`src/rtl/imem_pkg.sv`:
```
// -----------------------------------------------------------------------------
// imem_pkg
// Shared definitions for the instruction-memory sequencing controller.
//   - Default geometry (word-index width, instruction width, starve limit)
//   - Controller phase enum (LOAD, RUN)
//   - Read-response source tag enum (SRC_IF, SRC_DBG)
// -----------------------------------------------------------------------------
package imem_pkg;

  localparam int ADDR_W_DEF     = 11;
  localparam int DATA_W_DEF     = 32;
  localparam int STARVE_MAX_DEF = 4;

  typedef enum logic {
    LOAD = 1'b0,
    RUN  = 1'b1
  } imem_state_e;

  typedef enum logic {
    SRC_IF  = 1'b0,
    SRC_DBG = 1'b1
  } imem_src_e;

endpackage

```
`src/rtl/imem_rr_guard.sv`:
```
// -----------------------------------------------------------------------------
// imem_rr_guard
// Fetch-priority arbiter with a starvation guard for the debug read port.
// Fetch wins a contested cycle until the debug port has lost STARVE_MAX
// consecutive contested cycles; the next contested cycle goes to debug.
// Ports:
//   clk, rst_n     clock, synchronous active-low reset
//   en             arbitration enabled (controller in RUN)
//   if_req         fetch request
//   dbg_req        debug read request
//   if_win         fetch granted this cycle (combinational)
//   dbg_win        debug granted this cycle (combinational)
//   starve_cnt     consecutive contested losses of the debug port
// -----------------------------------------------------------------------------
module imem_rr_guard #(
  parameter int STARVE_MAX = 4,
  parameter int SW         = $clog2(STARVE_MAX + 1)
) (
  input  logic          clk,
  input  logic          rst_n,
  input  logic          en,
  input  logic          if_req,
  input  logic          dbg_req,
  output logic          if_win,
  output logic          dbg_win,
  output logic [SW-1:0] starve_cnt
);

  localparam logic [SW-1:0] STARVE_LIM = SW'(STARVE_MAX);

  logic [SW-1:0] starve_nxt;

  // The counter only survives a cycle in which debug asked and lost;
  // any debug grant or idle debug request clears it.
  always_comb begin
    if_win     = 1'b0;
    dbg_win    = 1'b0;
    starve_nxt = '0;
    if (en) begin
      if (if_req && dbg_req) begin
        if (starve_cnt == STARVE_LIM) begin
          dbg_win = 1'b1;
        end else begin
          if_win     = 1'b1;
          starve_nxt = starve_cnt + SW'(1);
        end
      end else if (if_req) begin
        if_win = 1'b1;
      end else if (dbg_req) begin
        dbg_win = 1'b1;
      end
    end
  end

  always_ff @(posedge clk) begin
    if (!rst_n) begin
      starve_cnt <= '0;
    end else begin
      starve_cnt <= starve_nxt;
    end
  end

endmodule

```
`src/rtl/imem_ctrl.sv`:
```
// -----------------------------------------------------------------------------
// imem_ctrl
// Sequencing controller for the single-port instruction memory bank.
// After reset it boot-loads the bank from the loader port (LOAD), then hands
// the bank to the fetch stage and a debug read port (RUN).
//
// Optional feature macro: IMEM_CTRL_ALIGN_CHK_EN
//   defined   -> granted fetch with if_addr[1:0] != 0 sets sticky if_misalign
//   undefined -> if_misalign tied low
//
// Handshake: a loader word transfers on a rising clk edge where ld_valid and
// ld_ready are both high; ld_ready does not depend on ld_valid. The read ports
// are request/grant: a grant is combinational from the request in the same
// cycle and the data returns with rvalid exactly one cycle later.
//
// Ports:
//   clk, rst_n                 clock, synchronous active-low reset
//   ld_valid/ld_data/ld_last   loader stream in, ld_ready out
//   if_req/if_addr             fetch request (byte address)
//   if_gnt/if_rvalid/if_rdata  fetch grant and response
//   dbg_req/dbg_addr           debug read request (word index)
//   dbg_gnt/dbg_rvalid/dbg_rdata debug grant and response
//   mem_we/mem_re/mem_addr/mem_wdata/mem_rdata  bank interface
//   running                    high in RUN (also the phase debug view)
//   ld_overflow                sticky: load filled the bank without ld_last
//   if_misalign                sticky misaligned-fetch flag
// -----------------------------------------------------------------------------
module imem_ctrl
  import imem_pkg::*;
#(
  parameter int ADDR_W     = ADDR_W_DEF,
  parameter int DATA_W     = DATA_W_DEF,
  parameter int STARVE_MAX = STARVE_MAX_DEF
) (
  input  logic              clk,
  input  logic              rst_n,
  input  logic              ld_valid,
  input  logic [DATA_W-1:0] ld_data,
  input  logic              ld_last,
  output logic              ld_ready,
  input  logic              if_req,
  input  logic [31:0]       if_addr,
  output logic              if_gnt,
  output logic              if_rvalid,
  output logic [DATA_W-1:0] if_rdata,
  input  logic              dbg_req,
  input  logic [ADDR_W-1:0] dbg_addr,
  output logic              dbg_gnt,
  output logic              dbg_rvalid,
  output logic [DATA_W-1:0] dbg_rdata,
  output logic              mem_we,
  output logic              mem_re,
  output logic [ADDR_W-1:0] mem_addr,
  output logic [DATA_W-1:0] mem_wdata,
  input  logic [DATA_W-1:0] mem_rdata,
  output logic              running,
  output logic              ld_overflow,
  output logic              if_misalign
);

  localparam int SW = $clog2(STARVE_MAX + 1);
  localparam logic [ADDR_W-1:0] CNT_MAX = '1;

  imem_state_e       state, state_nxt;
  logic [ADDR_W-1:0] ld_cnt, ld_cnt_nxt;
  logic              ovf_nxt;
  logic              ld_acc;
  logic              run_en;
  logic              if_win, dbg_win;
  logic [SW-1:0]     starve_cnt;
  logic [ADDR_W-1:0] if_idx;
  logic              rd_pend;
  imem_src_e         rd_src;
  logic [DATA_W-1:0] if_rdata_q, dbg_rdata_q;

  // Outputs are forced quiet while rst_n is low, whatever phase we were in.
  assign ld_ready = (state == LOAD) && rst_n;
  assign run_en   = (state == RUN) && rst_n;
  assign running  = run_en;
  assign ld_acc   = ld_valid && ld_ready;
  assign if_idx   = if_addr[ADDR_W+1:2];

  // ---------------- phase FSM ----------------
  always_ff @(posedge clk) begin
    if (!rst_n) begin
      state       <= LOAD;
      ld_cnt      <= '0;
      ld_overflow <= 1'b0;
    end else begin
      state       <= state_nxt;
      ld_cnt      <= ld_cnt_nxt;
      ld_overflow <= ovf_nxt;
    end
  end

  always_comb begin
    state_nxt  = state;
    ld_cnt_nxt = ld_cnt;
    ovf_nxt    = ld_overflow;
    case (state)
      LOAD: begin
        if (ld_acc) begin
          // Counter saturates at the top word so a runaway load never wraps
          // back over index 0.
          if (ld_cnt != CNT_MAX) ld_cnt_nxt = ld_cnt + ADDR_W'(1);
          if (ld_last) begin
            state_nxt = RUN;
          end else if (ld_cnt == CNT_MAX) begin
            state_nxt = RUN;
            ovf_nxt   = 1'b1;
          end
        end
      end
      RUN:     state_nxt = RUN;
      default: state_nxt = LOAD;
    endcase
  end

  // ---------------- arbitration ----------------
  imem_rr_guard #(
    .STARVE_MAX (STARVE_MAX),
    .SW         (SW)
  ) u_guard (
    .clk        (clk),
    .rst_n      (rst_n),
    .en         (run_en),
    .if_req     (if_req),
    .dbg_req    (dbg_req),
    .if_win     (if_win),
    .dbg_win    (dbg_win),
    .starve_cnt (starve_cnt)
  );

  assign if_gnt    = if_win;
  assign dbg_gnt   = dbg_win;
  assign mem_we    = ld_acc;
  assign mem_re    = if_win || dbg_win;
  assign mem_wdata = ld_data;

  always_comb begin
    mem_addr = if_idx;
    if (state == LOAD) mem_addr = ld_cnt;
    else if (dbg_win)  mem_addr = dbg_addr;
  end

  // ---------------- read response steering ----------------
  // The tag remembers who owned last cycle's read; reset drops it so an
  // in-flight response never surfaces.
  always_ff @(posedge clk) begin
    if (!rst_n) begin
      rd_pend <= 1'b0;
      rd_src  <= SRC_IF;
    end else begin
      rd_pend <= mem_re;
      rd_src  <= dbg_win ? SRC_DBG : SRC_IF;
    end
  end

  assign if_rvalid  = rd_pend && (rd_src == SRC_IF) && rst_n;
  assign dbg_rvalid = rd_pend && (rd_src == SRC_DBG) && rst_n;

  // Bank data is only valid in the response cycle; the hold registers keep
  // each port's last word stable afterwards.
  always_ff @(posedge clk) begin
    if (!rst_n) begin
      if_rdata_q  <= '0;
      dbg_rdata_q <= '0;
    end else begin
      if (if_rvalid)  if_rdata_q  <= mem_rdata;
      if (dbg_rvalid) dbg_rdata_q <= mem_rdata;
    end
  end

  assign if_rdata  = if_rvalid  ? mem_rdata : if_rdata_q;
  assign dbg_rdata = dbg_rvalid ? mem_rdata : dbg_rdata_q;

  // ---------------- optional alignment check ----------------
`ifdef IMEM_CTRL_ALIGN_CHK_EN
  logic misalign_q;
  always_ff @(posedge clk) begin
    if (!rst_n) begin
      misalign_q <= 1'b0;
    end else if (if_win && (if_addr[1:0] != 2'b00)) begin
      misalign_q <= 1'b1;
    end
  end
  assign if_misalign = misalign_q;
`else
  assign if_misalign = 1'b0;
`endif

  // Fetch byte-address bits outside the word index are deliberately ignored.
  logic unused_bits;
  assign unused_bits = ^{if_addr[31:ADDR_W+2], if_addr[1:0], starve_cnt};

endmodule

```
`config.mk`:
```
export PLATFORM = sky130hd
export DESIGN_NAME = imem_ctrl
export DESIGN_NICKNAME = d
export VERILOG_FILES = /design/src/rtl/imem_pkg.sv /design/src/rtl/imem_rr_guard.sv /design/src/rtl/imem_ctrl.sv
export SDC_FILE = /design/constraint.sdc
export NUM_CORES = 1
export LEC_CHECK = 0
export BUFFER_PORTS_ARGS = -buffer_cell sky130_fd_sc_hd__buf_2
export CORE_MARGIN = 3
export CORE_UTILIZATION = 40
export DETAILED_ROUTE_END_ITERATION = 7
export PLACE_DENSITY = 0.79
export SYNTH_ARGS = -nofsm -noshare
export SYNTH_HDL_FRONTEND = slang
export SYNTH_SLANG_ARGS = --single-unit
export TNS_END_PERCENT = 100
```
`constraint.sdc`:
```
create_clock -name clk -period 1.7 [get_ports clk]
set_clock_uncertainty 0.1 [all_clocks]
set_input_delay 0.34 -clock clk [delete_from_list [all_inputs] [get_ports clk]]
set_output_delay 0.34 -clock clk [all_outputs]
set_load 0.005 [all_outputs]
```
After elaboration in Yosys (flattened, before gate mapping)
Index checks and enable logic that the tools add are counted.
- add/subtract/negate cells: 2
- equal/unequal tests: 3
- muxes and demuxes: 18
- bitwise logic cells: 6
- reductions and logical operators: 12
- operators by type and width (operator ; count):
    $mux W32 ; 2
    $mux W11 ; 2
    $mux W1 ; 13
    $add A11 B1 Y11 const B ; 1
    $eq A11 B11 Y1 const B ; 1
    $ne A11 B11 Y1 const B ; 1
    $logic_and A1 B1 Y1 ; 8
    $not A1 Y1 ; 6
    $reduce_and A4 Y1 ; 1
    $reduce_or A4 Y1 ; 1
    $add A3 B1 Y3 const B ; 1
    $eq A3 B3 Y1 const B ; 1
    $reduce_and A3 Y1 ; 1
    $pmux W1 S2 ; 1
    $logic_or A1 B1 Y1 ; 1
- register bits: 82
- input port bits: 113
- output and inout port bits: 117
- word-level logic and storage cells: 49

Longest topological paths before layout
- depth in word-level cells: 6
- mapped depth: 7
- mapped depth without buffers: 6

By module
Synthesis repeated with hierarchy kept, for this count alone.
- cell total of the unflattened synthesis: 374
- area, all modules: 3798.6 µm²
- by module, submodules not included (module ; times used ; cells an instance ; area an instance (µm²)):
    imem_ctrl ; 1 ; 357 ; 3636.0
    imem_rr_guard ; 1 ; 17 ; 162.7

Worst setup path before layout
No wires, ideal clock.
- kind: reg2out
- start: reg u_guard.starve_cnt[0]
- end: out mem_addr[1]
- data arrival time: 1.248 ns
- setup slack: 0.012 ns
- stages on the path, launching flop included: 8
- path through: dfxtp_1 -> inv_1 -> ha_1 -> nand2_1 -> a21oi_4 -> buf_6 -> mux2i_1 -> a21oi_1
- cells in the longest elaborated chain, start to end: 6
- RTL lines (element ; line ; source):
    from (decl) ; imem_rr_guard.sv:26 ; output logic [SW-1:0] starve_cnt
    from (signal assigned) ; imem_rr_guard.sv:59 ; starve_cnt <= starve_nxt;
    $eq A3 B3 Y1 ; imem_rr_guard.sv:41 ; if (starve_cnt == STARVE_LIM) begin
    $mux W1 ; imem_rr_guard.sv:41 ;
    $mux W1 ; imem_rr_guard.sv:40 ; if (if_req && dbg_req) begin
    $mux W1 ; imem_rr_guard.sv:39 ; if (en) begin
    via dbg_gnt ; imem_ctrl.sv:48 ; output logic dbg_gnt,
    $mux W11 ; imem_ctrl.sv:143 ; else if (dbg_win) mem_addr = dbg_addr;
    $mux W11 ; imem_ctrl.sv:142 ; if (state == LOAD) mem_addr = ld_cnt;
    to (decl) ; imem_ctrl.sv:53 ; output logic [ADDR_W-1:0] mem_addr,
The timed path passes the listed nets, and every way through them passes these cells.

Final worst setup path
- start: reg u_guard.starve_cnt[1]
- end: out mem_addr[3]
- cells in the longest elaborated chain, start to end: 6
- RTL lines (element ; line):
    $eq A3 B3 Y1 ; imem_rr_guard.sv:41
    $mux W1 ; imem_rr_guard.sv:41
    $mux W1 ; imem_rr_guard.sv:40
    $mux W1 ; imem_rr_guard.sv:39
    $mux W11 ; imem_ctrl.sv:143
    $mux W11 ; imem_ctrl.sv:142
No other way between the ends.

==> flow_summary_export.csv <==
group,metric,value,unit
clocking,clk_pin_slew,80,ps
cells_and_area,fin_util,0.6068,
drt,routedWlPerCell,15.39,µm
clocking,insertion_delay,340,ps
grt,grt_max_degree,51,
power_and_ir_drop,p_int,3051,µW
power_and_ir_drop,cellLeakagePower,0.002959,µW
critical_path,rr_worst_depth,7,
clocking,root_buffer,"clkbuf_8",
floorplanning,rows,36,
synthesis,netlist_instances,373,
synthesis,synth.net_count,489,
run,maxCapViolCount,0,
grt,antenna_found_initial,0,
clocking,ctsHoldBuffers,0,
power_and_ir_drop,netSwitchingPower,894.7,µW
critical_path,cp_data_arrival_time,1730,ps
drt,num_vias,3183,
synthesis,yosysWarnings,0,
grt,grt_overflow_total,0,
synthesis,synth_top_area_share,0.3988,
sta,finalCriticalPeriod,2174,ps
hold_path,hold_path_depth,2,
sta,final.period_utilization,1.279,
cells_and_area,regArea,0.001648,mm²
synthesis,yosysSeqAreaShare,0.3988,
drt,totalWireLength,10260,µm
sta,fin_ws,-474.2,ps
clocking,cts_buffers,9,
cells_and_area,n_fill_cell,784,
critical_path,worstPathRequired,1260,ps
placement,finalWeightedCongestion,0.7306,
floorplanning,dieArea,0.01154,mm²
drt,postRouteAntennaNets,0,
floorplanning,die_h,107.4,µm
drt,drtIter0Drc,121,
placement,post-place-ws,-186.0,ps
cells_and_area,diodes,0,
critical_path,critPathKind,"reg -> out",
floorplanning,core-area,0.009910,mm²
power_and_ir_drop,p_comb_frac,0.106,
cells_and_area,fin_nets,645,
floorplanning,die-width,107.4,µm
run_status,outcome,"finished, violations left",
critical_path,rr_startpoint,"rd_src",
sta,rsz0062_at_grt,"yes",
clocking,cts-htree-levels,3,
grt,grt_use_total,0.1746,
synthesis,synth_area,0.004116,mm²
floorplanning,initial_core_util,0.4154,
synthesis,ys_seq_elements,82,
critical_path,regToRegSetupSlack,10,ps
critical_path,rr_endpoint,"if_rdata_q[20]",
critical_path,path_cells,"inv_2 -> ha_4 -> nand2_4 -> a21oi_4 -> clkbuf_16 -> mux2i_1 -> a21oi_1 -> buf_2",
critical_path,startpoint_type,"flop",
sta,setup_viol,79,
hold_path,hp-start,"ld_last",
hold_path,holdCritPathClass,"in -> reg",
power_and_ir_drop,clkPwrFrac,0.399,
drt,viasPerCell,4.772,
grt,grt_pass1_vias,3293,
critical_path,cp_max_fo,6,
critical_path,critPathBufInv,3,
sta,fin_tns_setup,-25400,ps
clocking,max-clock-path-buffers,2,
critical_path,slowest_delay,330,ps
power_and_ir_drop,swShare,0.2268,
sta,max_freq,0.4599,GHz
placement,hpwl,6478,µm
synthesis,synth.distinct_cells,38,
power_and_ir_drop,p_seq_frac,0.494,
clocking,cts_tree,"done",
critical_path,critPathTopFamily,"buffers and inverters",
cells_and_area,syn_to_final_growth,46.08,%
floorplanning,io_pins,230,
critical_path,worst_setup_path_end_kind,"output pin",
cells_and_area,drive_gt1_frac,0.5674,
synthesis,synth_top_area_cell,"dfxtp_1",
synthesis,syn_avg_cell_area,11.04,µm²
cells_and_area,multi_input_area,0.002117,mm²
power_and_ir_drop,ir_worst_vdd,0.0003530,V
drt,drc_errors,0,
cells_and_area,layout_common_cells,"77 x dfxtp_1, 77 x buf_2, 72 x buf_6",
synthesis,synth.area.top_cells,"dfxtp_1 40%, mux2_4 21%, and2_1 10%, buf_4 6.2%, mux2i_1 2.9%",
power_and_ir_drop,p_total,3946,µW
drt,first_pass_iters,4,
grt,grt_pass1_wl,15950,µm
sta,finalHoldViolations,0,
sta,drv_slew,0,
power_and_ir_drop,power_density,656.1,mW/mm²
critical_path,slowest_stage,"dfxtp_2",
hold_path,hold_end,"ld_overflow",
placement,placement.io_buffers,143,
clocking,cts_sinks,82,
run_status,violations,"negative setup slack",
-- worst max path at each step --
stage | depth (start not counted) | slack [ps] | to | startpoint
after floorplan | 7 | 10 | mem_addr[1] | u_guard.starve_cnt[0]
after global placement | 7 | -100 | mem_addr[4] | rst_n
after detailed placement | 8 | -190 | mem_addr[4] | u_guard.starve_cnt[1]
after CTS | 8 | -550 | mem_addr[4] | u_guard.starve_cnt[1]
after global routing | 8 | -620 | mem_addr[6] | u_guard.starve_cnt[1]
final | 8 | -470 | mem_addr[3] | u_guard.starve_cnt[1]
-- flip-flops by register name (all words and copies together) (netlist names) --
| name | flops |
|---|---|
| ld_overflow | 1 |
| ld_cnt | 11 |
| u_guard.starve_cnt | 3 |
| rd_src | 1 |
| rd_pend | 1 |
| state | 1 |
| dbg_rdata_q | 32 |
| if_rdata_q | 32 |
-- cell usage after synthesis --
master,instances
conb_1,1
o2111ai_4,1
ha_1,3
o21ai_1,2
mux2_2,4
and3_1,3
o21ai_0,5
o31ai_2,1
buf_6,7
a21boi_1,3
mux2i_1,12
mux2_4,58
nand3_2,1
buf_2,2
nor3_2,1
and2_1,68
o311a_1,2
nor2b_1,1
xnor2_1,3
nand2_1,5
o211ai_1,1
nand4_1,5
nand3_1,7
buf_4,34
or3_1,2
nor2_1,16
clkbuf_1,11
and4_1,1
inv_1,7
a21oi_1,13
clkinv_2,1
a21oi_4,1
mux2_1,2
o21a_1,3
nand3_4,1
o211a_1,1
nand3b_4,2
dfxtp_1,82
-- routing by layer --
layer  part of all wire  global-route usage  up-vias  wire, µm
li1                   -                   -     1535         -
met3              0.056             0.03659       22       571
met4              0.019             0.06583        0       196
met5                  0                   0        -         0
met2               0.54              0.3271      121      5510
met1               0.39              0.1917     1505      3984
-- cells by family (layout without fill, tap and decap cells) --
kind of cell	Yosys count	count (layout)	share of synthesized area
flops	82	82	0.3988
mux	76	76	0.2571
xor+xnor	3	3	0.006384
compound gates	33	33	0.05775
buf+inv	62	223	0.1012
fa+ha+maj	3	3	0.009120
other cells	1	1	0.0009110
simple gates	113	113	0.1687
-- final cells by class --
type	instances	share of cell area
Multi-Input combinational cell	229	0.3521
Timing Repair Buffer	199	0.3009
Tap cell	133	0.02767
Clock inverter	6	0.01498
Inverter	8	0.007491
Sequential cell	82	0.2740
Clock buffer	10	0.02289
-- power by group through the flow --
| stage | registers, µW | logic [µW] | clock network (µW) |
|---|---|---|---|
| 6_report | 1950 | 420 | 1580 |
| 5_1_grt | 1950 | 459 | 1700 |
| 4_1_cts | 1950 | 409 | 1630 |
| 3_5_place_dp | 2000 | 351 | 0 |
| 3_3_place_gp | 1990 | 340 | 0 |
| 2_1_floorplan | 2000 | 227 | 0 |
-- worst reg2reg max path: cells and delay by family, from the launching register on --
| family | cells | cell delay (ps) |
|---|---|---|
| AND/OR/NAND/NOR | 2 | 350 |
| buffers and inverters | 4 | 500 |
| multiplexers | 1 | 310 |
| flip-flops | 1 | 330 |
-- per-stage QoR --
stage | hold WS (ps) | cells | cell area [µm²]
2_1_floorplan | 317.3 | 373 | 4116
3_3_place_gp | 338.4 | 625 | 4901
3_5_place_dp | 358.6 | 625 | 4901
4_1_cts | 74.43 | 662 | 5874
5_1_grt | 71.22 | 667 | 6013
6_report | 92.40 | 667 | 6013
-- what timing repair did --
| item | 4_1_cts | 5_1_grt |
|---|---|---|
| hold endpoints to repair | 0 | 0 |
| buffers inserted | 13 | 8 |
| setup endpoints to repair | 82 | 86 |
| resized for setup | 83 | 30 |
| cloned | 8 | 0 |
| pin swaps | 13 | 5 |
No activity file was read; power rests on OpenSTA's default activity.
